==> config.mk <==
export PLATFORM = sky130hd
export DESIGN_NAME = stream_traffic_gen
export DESIGN_NICKNAME = d
export VERILOG_FILES = /design/src/rtl/stream_traffic_gen.sv
export SDC_FILE = /design/constraint.sdc
export NUM_CORES = 1
export LEC_CHECK = 0
export ABC_AREA = 1
export CORE_MARGIN = 2
export CORE_UTILIZATION = 57
export DETAILED_ROUTE_END_ITERATION = 12
export PLACE_DENSITY = 0.78
export SLEW_MARGIN = 40
export SYNTH_ARGS = -nofsm -noshare
export SYNTH_HDL_FRONTEND = slang
export SYNTH_SLANG_ARGS = --single-unit
export TNS_END_PERCENT = 100
==> constraint.sdc <==
create_clock -name clk -period 3.4 [get_ports clk]
set_clock_uncertainty 0.15 [all_clocks]
set_input_delay 0.68 -clock clk [delete_from_list [all_inputs] [get_ports clk]]
set_output_delay 0.68 -clock clk [all_outputs]
set_load 0.1 [all_outputs]
==> src/rtl/stream_traffic_gen.sv <==
`default_nettype none
// stream_traffic_gen rev 1.0: programmable valid/last/data source with fixed bubbles and inter-stream gaps.
// Define STREAM_TRAFFIC_GEN_LFSR_EN to replace the incrementing payload with a 64-bit Galois LFSR.
module stream_traffic_gen #(
  parameter int          DATA_WIDTH = 64,
  parameter int          CNT_WIDTH  = 32,
  parameter logic [63:0] LFSR_SEED  = 64'h1
) (
  input  logic                  clk,
  input  logic                  rst_n,
  input  logic                  start,
  input  logic [CNT_WIDTH-1:0]  cfg_beats,
  input  logic [CNT_WIDTH-1:0]  cfg_streams,
  input  logic [CNT_WIDTH-1:0]  cfg_bubble,
  input  logic [CNT_WIDTH-1:0]  cfg_idle,
  output logic [DATA_WIDTH-1:0] m_data,
  output logic                  m_valid,
  output logic                  m_last,
  input  logic                  m_ready,
  output logic                  stop,
  output logic                  busy,
  output logic                  done,
  output logic [63:0]           beats_sent
);

  typedef enum logic [1:0] {
    S_IDLE   = 2'd0,
    S_SEND   = 2'd1,
    S_BUBBLE = 2'd2,
    S_GAP    = 2'd3
  } state_t;

  state_t               r_state, w_state_nxt;
  logic [CNT_WIDTH-1:0] r_beats, w_beats_nxt;
  logic [CNT_WIDTH-1:0] r_streams, w_streams_nxt;
  logic [CNT_WIDTH-1:0] r_bubble, w_bubble_nxt;
  logic [CNT_WIDTH-1:0] r_idle, w_idle_nxt;
  logic [CNT_WIDTH-1:0] r_beat_idx, w_beat_idx_nxt;
  logic [CNT_WIDTH-1:0] r_stream_idx, w_stream_idx_nxt;
  logic [CNT_WIDTH-1:0] r_wait, w_wait_nxt;
  logic                 r_valid, w_valid_nxt;
  logic                 r_last, w_last_nxt;
  logic                 r_final, w_final_nxt;
  logic                 r_busy, w_busy_nxt;
  logic                 r_done, w_done_nxt;
  logic [63:0]          r_sent, w_sent_nxt;
  logic [CNT_WIDTH-1:0] w_last_idx;
  logic                 w_load, w_adv;

  assign w_last_idx = r_beats - CNT_WIDTH'(1);
  assign w_load     = (r_state == S_IDLE) && start;
  assign w_adv      = (r_state == S_SEND) && r_valid && m_ready;

  always_ff @(posedge clk) begin
    if (!rst_n) begin
      r_state      <= S_IDLE;
      r_beats      <= '0;
      r_streams    <= '0;
      r_bubble     <= '0;
      r_idle       <= '0;
      r_beat_idx   <= '0;
      r_stream_idx <= '0;
      r_wait       <= '0;
      r_valid      <= 1'b0;
      r_last       <= 1'b0;
      r_final      <= 1'b0;
      r_busy       <= 1'b0;
      r_done       <= 1'b0;
      r_sent       <= '0;
    end else begin
      r_state      <= w_state_nxt;
      r_beats      <= w_beats_nxt;
      r_streams    <= w_streams_nxt;
      r_bubble     <= w_bubble_nxt;
      r_idle       <= w_idle_nxt;
      r_beat_idx   <= w_beat_idx_nxt;
      r_stream_idx <= w_stream_idx_nxt;
      r_wait       <= w_wait_nxt;
      r_valid      <= w_valid_nxt;
      r_last       <= w_last_nxt;
      r_final      <= w_final_nxt;
      r_busy       <= w_busy_nxt;
      r_done       <= w_done_nxt;
      r_sent       <= w_sent_nxt;
    end
  end

  always_comb begin
    w_state_nxt      = r_state;
    w_beats_nxt      = r_beats;
    w_streams_nxt    = r_streams;
    w_bubble_nxt     = r_bubble;
    w_idle_nxt       = r_idle;
    w_beat_idx_nxt   = r_beat_idx;
    w_stream_idx_nxt = r_stream_idx;
    w_wait_nxt       = r_wait;
    w_valid_nxt      = r_valid;
    w_last_nxt       = r_last;
    w_final_nxt      = r_final;
    w_busy_nxt       = r_busy;
    w_done_nxt       = 1'b0;
    w_sent_nxt       = r_sent;
    case (r_state)
      S_IDLE: begin
        if (start) begin
          w_beats_nxt   = cfg_beats;
          w_streams_nxt = cfg_streams;
          w_bubble_nxt  = cfg_bubble;
          w_idle_nxt    = cfg_idle;
          w_sent_nxt    = '0;
          if (cfg_beats == '0 || cfg_streams == '0) begin
            w_done_nxt = 1'b1;
          end else begin
            w_state_nxt      = S_SEND;
            w_valid_nxt      = 1'b1;
            w_busy_nxt       = 1'b1;
            w_last_nxt       = (cfg_beats == CNT_WIDTH'(1));
            w_final_nxt      = (cfg_streams == CNT_WIDTH'(1));
            w_beat_idx_nxt   = '0;
            w_stream_idx_nxt = '0;
          end
        end
      end
      S_SEND: begin
        if (w_adv) begin
          w_sent_nxt = r_sent + 64'd1;
          if (!r_last) begin
            w_beat_idx_nxt = r_beat_idx + CNT_WIDTH'(1);
            if (r_bubble != '0) begin
              w_state_nxt = S_BUBBLE;
              w_wait_nxt  = r_bubble - CNT_WIDTH'(1);
              w_valid_nxt = 1'b0;
              w_last_nxt  = 1'b0;
            end else begin
              w_last_nxt = (r_beat_idx + CNT_WIDTH'(1) == w_last_idx);
            end
          end else if (r_final) begin
            w_state_nxt = S_IDLE;
            w_valid_nxt = 1'b0;
            w_last_nxt  = 1'b0;
            w_busy_nxt  = 1'b0;
            w_done_nxt  = 1'b1;
          end else begin
            w_stream_idx_nxt = r_stream_idx + CNT_WIDTH'(1);
            w_final_nxt      = (r_stream_idx + CNT_WIDTH'(1) == r_streams - CNT_WIDTH'(1));
            w_beat_idx_nxt   = '0;
            if (r_idle != '0) begin
              w_state_nxt = S_GAP;
              w_wait_nxt  = r_idle - CNT_WIDTH'(1);
              w_valid_nxt = 1'b0;
              w_last_nxt  = 1'b0;
            end else begin
              w_last_nxt = (r_beats == CNT_WIDTH'(1));
            end
          end
        end
      end
      S_BUBBLE, S_GAP: begin
        // m_last is parked low while valid is low and recomputed on re-entry
        if (r_wait == '0) begin
          w_state_nxt = S_SEND;
          w_valid_nxt = 1'b1;
          w_last_nxt  = (r_beat_idx == w_last_idx);
        end else begin
          w_wait_nxt = r_wait - CNT_WIDTH'(1);
        end
      end
      default: w_state_nxt = S_IDLE;
    endcase
  end

`ifdef STREAM_TRAFFIC_GEN_LFSR_EN
  logic [63:0] r_lfsr;
  logic [63:0] w_lfsr_step;

  assign w_lfsr_step = {1'b0, r_lfsr[63:1]} ^ (r_lfsr[0] ? 64'hD800_0000_0000_0000 : 64'h0);

  always_ff @(posedge clk) begin
    if (!rst_n)      r_lfsr <= LFSR_SEED;
    else if (w_load) r_lfsr <= LFSR_SEED;
    else if (w_adv)  r_lfsr <= w_lfsr_step;
  end

  assign m_data = r_lfsr[DATA_WIDTH-1:0];
`else
  logic [DATA_WIDTH-1:0] r_data;

  always_ff @(posedge clk) begin
    if (!rst_n)      r_data <= '0;
    else if (w_load) r_data <= '0;
    else if (w_adv)  r_data <= r_data + DATA_WIDTH'(1);
  end

  assign m_data = r_data;
`endif

  assign m_valid    = r_valid;
  assign m_last     = r_last;
  assign busy       = r_busy;
  assign done       = r_done;
  assign beats_sent = r_sent;
  assign stop       = r_valid & r_last & r_final;

endmodule
`default_nettype wire
==> results.json <==
{
  "synth_xor_xnor_area_share": 0.04748,
  "clock_latency_ns": 0.59,
  "htree_levels": 2,
  "num_rows": 72,
  "worstHoldPathCells": 2,
  "min_path_type": "reg -> reg",
  "cts_buffer_depth": 3,
  "numPortBuffers": 264,
  "rsz0062_at_grt": "false",
  "drcViolationCount": 0,
  "grt_use_total": 0.3615,
  "crit_path_end_kind": "flop",
  "antenna_found_initial": 7,
  "netlist.area_leader.share": 0.3258,
  "rr_startpoint": "r_beat_idx[1]$_SDFFE_PN0P_",
  "worstMarginPinSlew_ns": 0.7968,
  "synth.area.top_cells": "dfxtp_1 33%, nand2_1 17%, nor2_1 9.9%",
  "grt_pass1_vias": 22999,
  "num_vias": 24877,
  "crit_type": "reg -> reg",
  "finalWirelength_um": 74990,
  "min_period_ns": 3.197,
  "crit_fanout": 6,
  "routedWlPerCell_um": 16.94,
  "p_sw_mw": 6.017,
  "syn_inst": 3636,
  "fmax_mhz": 312.8,
  "setup_slack_ns": 0.2026,
  "use_met2": 0.5822,
  "fin_cells": 4426,
  "maxSlewHeadroom": 0.4675,
  "cts_setup_buffers": 0,
  "syn_avg_cell_area_um2": 6.067,
  "synth_cell_types": 50,
  "syn_to_final_growth_pct": 19.49,
  "placed_cell_area_mm2": 0.02495,
  "gp_congestion": 0.9721,
  "start_util": 0.5734,
  "drive_gt1_frac": 0.07712,
  "worst_ep_arrival_time_ns": 3.58,
  "synth.area.mux_share": 0,
  "powerDensity_mw_per_mm2": 571.2,
  "yosysWarnings": 0,
  "clkPwrFrac": 0.308,
  "die_y_um": 200.7,
  "synth_adder_area_share": 0.004538,
  "required_ns": 3.79,
  "reg2reg_to": "m_last$_SDFFE_PN0P_",
  "dieArea_mm2": 0.04029,
  "numCtsBuffers": 42,
  "syn_area_mm2": 0.02206,
  "combPwrFrac": 0.353,
  "drv_slew": 0,
  "grt_pass1_wl_um": 118500,
  "gr-usage-met1": 0.4753,
  "ir_drop_mv": 0.4853,
  "top_usage_layer": "met2",
  "switching_share": 0.3996,
  "path_clk_slew_ns": 0.06,
  "leakage_nw": 10.89,
  "cts_tree": "yes",
  "cap_violations": 0,
  "regArea_mm2": 0.007187,
  "synth_compound_area_frac": 0.1315,
  "fin_area_mm2": 0.02636,
  "synth_edf_count": 0,
  "seq_power_share": 0.339,
  "nFillCells": 3577,
  "cts.sinks": 359,
  "final_antenna_net_count": 0,
  "clock-root-buffer": "clkbuf_16",
  "place_inst": 4344,
  "yosys-top-cells-count": "985 x nand2_1, 582 x nor2_1, 388 x inv_1",
  "multi_input_area_mm2": 0.01295,
  "synth_flop_cell": "dfxtp_1",
  "use_met3": 0.07565,
  "p_int_mw": 9.039,
  "fp.coreArea_mm2": 0.03847,
  "synth_simple_gate_area_frac": 0.4016,
  "drt_iter0_drc": 2400,
  "yosysMostFrequentCell": "nand2_1",
  "cp-start-kind": "flop",
  "setup_viol": 0,
  "hpwl_um": 57070,
  "syn-num-nets": 3776,
  "synth_top_family_by_area": "simple AND/OR/NAND/NOR gates",
  "yosysSeqAreaShare": 0.3258,
  "ys_ff_latch": 359,
  "nNetsFinal": 4010,
  "min_delay_worst_endpoint": "r_bubble[27]$_SDFFE_PN0P_",
  "status": "complete, no violations",
  "die_w_um": 200.7,
  "min-delay-start": "r_bubble[27]$_SDFFE_PN0P_",
  "r2r_slack_ns": 0.20,
  "detailedPlace.worstSlack_ns": -0.03231,
  "vias_per_cell": 5.621,
  "yosysTopAreaCell": "dfxtp_1",
  "grt_remaining_overflow": 0,
  "first_pass_iters": 6,
  "finalCritPeriodShare": 0.9404,
  "reg2reg_depth": 16,
  "hold_violations": 0,
  "num_io_pins": 265,
  "async_flop_share": 0,
  "grt_start_max_net_pins": 189
}
## kinds of logic after synthesis
logic type,after synthesis
AO/OA/AOI/OAI,557
XOR/XNOR,118
adder cells (fa/ha/maj),8
buffers and inverters,509
flip-flops,359
AND/OR/NAND/NOR,2085
## cell type report
type | count | area share
clock inverters | 14 | 0.006456
diodes | 5 | 0.0004747
inverters | 397 | 0.05654
flip-flops and latches | 359 | 0.2727
well taps | 518 | 0.02459
clock buffers | 63 | 0.04633
multi-input cells | 2768 | 0.4913
repair buffers | 302 | 0.1017
## worst max path at each step
stage / startpoint / to / slack, ns / depth (start not counted)
final: r_beat_idx[1]$_SDFFE_PN0P_ / m_last$_SDFFE_PN0P_ / 0.20 / 16
after detailed placement: cfg_beats[16] / r_stream_idx[27]$_SDFFE_PN0P_ / -0.03 / 15
after floorplan: m_last$_SDFFE_PN0P_ / stop / 0.26 / 4
after global routing: r_beat_idx[1]$_SDFFE_PN0P_ / m_last$_SDFFE_PN0P_ / 0.04 / 17
after CTS: r_state[1]$_SDFFE_PN0P_ / m_data[58]$_SDFFE_PP0P_ / 0.25 / 14
after global placement: cfg_beats[17] / r_beat_idx[22]$_SDFFE_PN0P_ / -0.21 / 13
## worst max-delay path: stages, from the launching register on
cell     delay (ns)
dfxtp_1        0.42
ha_1           0.23
nand2_1        0.11
nor2_1         0.31
nand2_1        0.23
nor2_1         0.39
nand2_1        0.09
nand2_1        0.14
xnor2_1        0.13
nand2_1        0.06
nor2_1         0.15
nand3_1        0.13
nor2_1         0.17
nand4_1        0.19
nand3_1        0.13
nand2_1        0.06
inv_1          0.05
## state kept, by name, indices dropped and copies added (netlist names)
register,flops
beats_sent,64
m_data,64
r_beat_idx,32
r_beats,32
r_bubble,32
r_idle,32
r_stream_idx,32
r_streams,32
r_wait,32
r_state,2
busy,1
done,1
m_last,1
m_valid,1
r_final,1
## repair_timing
action	in CTS	in global routing
setup endpoints to repair	0	1
hold buffers	0	0
gates resized for setup	0	1
## power groups by stage
stage,Combinational [mW],Sequential [mW],Clock (mW)
after floorplan,3.65,5.16,0
after global placement,5.05,5.15,0
after detailed placement,5.18,5.16,0
after CTS,5.22,5.08,4.68
after global routing,5.92,5.14,4.83
final,5.32,5.10,4.63
## stage by stage
stage,setup TNS (ns),hold WS (ns),power [mW],util
CTS,0,0.3126,14.98,0.6848
floorplan,0,0.2736,8.808,-
global placement,-1.238,0.2918,10.19,0.6479
global route,0,0.3289,15.90,0.6851
finish,0,0.3156,15.06,0.6852
detailed placement,-0.3392,0.3013,10.35,0.6486
## cell usage in the layout, fill, tap and decap left out, types with 3 or more instances in the layout
| cell type | netlist | layout |
|---|---|---|
| nand2_1 | 985 | 985 |
| nor2_1 | 582 | 579 |
| inv_1 | 388 | 388 |
| dfxtp_1 | 359 | 359 |
| a21oi_1 | 252 | 252 |
| o21ai_0 | 242 | 242 |
| nand3_1 | 240 | 240 |
| buf_4 | 3 | 165 |
| clkdlybuf4s50_1 | 0 | 130 |
| nand4_1 | 90 | 90 |
| xor2_1 | 81 | 81 |
| nor3_1 | 81 | 79 |
| nor4_1 | 43 | 43 |
| clkbuf_16 | 0 | 43 |
| xnor2_1 | 36 | 36 |
| nor2_2 | 22 | 23 |
| o21ai_1 | 16 | 16 |
| o21a_1 | 16 | 16 |
| clkbuf_1 | 86 | 13 |
| a31oi_1 | 10 | 10 |
| inv_2 | 6 | 8 |
| ha_1 | 8 | 8 |
| clkbuf_8 | 0 | 7 |
| clkinv_2 | 0 | 7 |
| buf_12 | 0 | 7 |
| o211ai_1 | 6 | 6 |
| nor3_2 | 4 | 6 |
| diode_2 | 0 | 5 |
| nor2_4 | 3 | 5 |
| nand3b_1 | 5 | 5 |
| or2_2 | 5 | 5 |
| a211oi_1 | 4 | 4 |
| and2_1 | 4 | 4 |
| o21bai_1 | 4 | 4 |
| nand2_2 | 4 | 3 |
| nand3_2 | 3 | 3 |
| bufinv_16 | 0 | 3 |
## routing by layer
layer / vias to the layer above / wire [um]
met5: - / 26
met4: 4 / 2600
met3: 170 / 7039
met2: 1084 / 33290
met1: 11387 / 32030
li1: 12232 / -
Note: power is estimated with default switching activity, not from simulation.
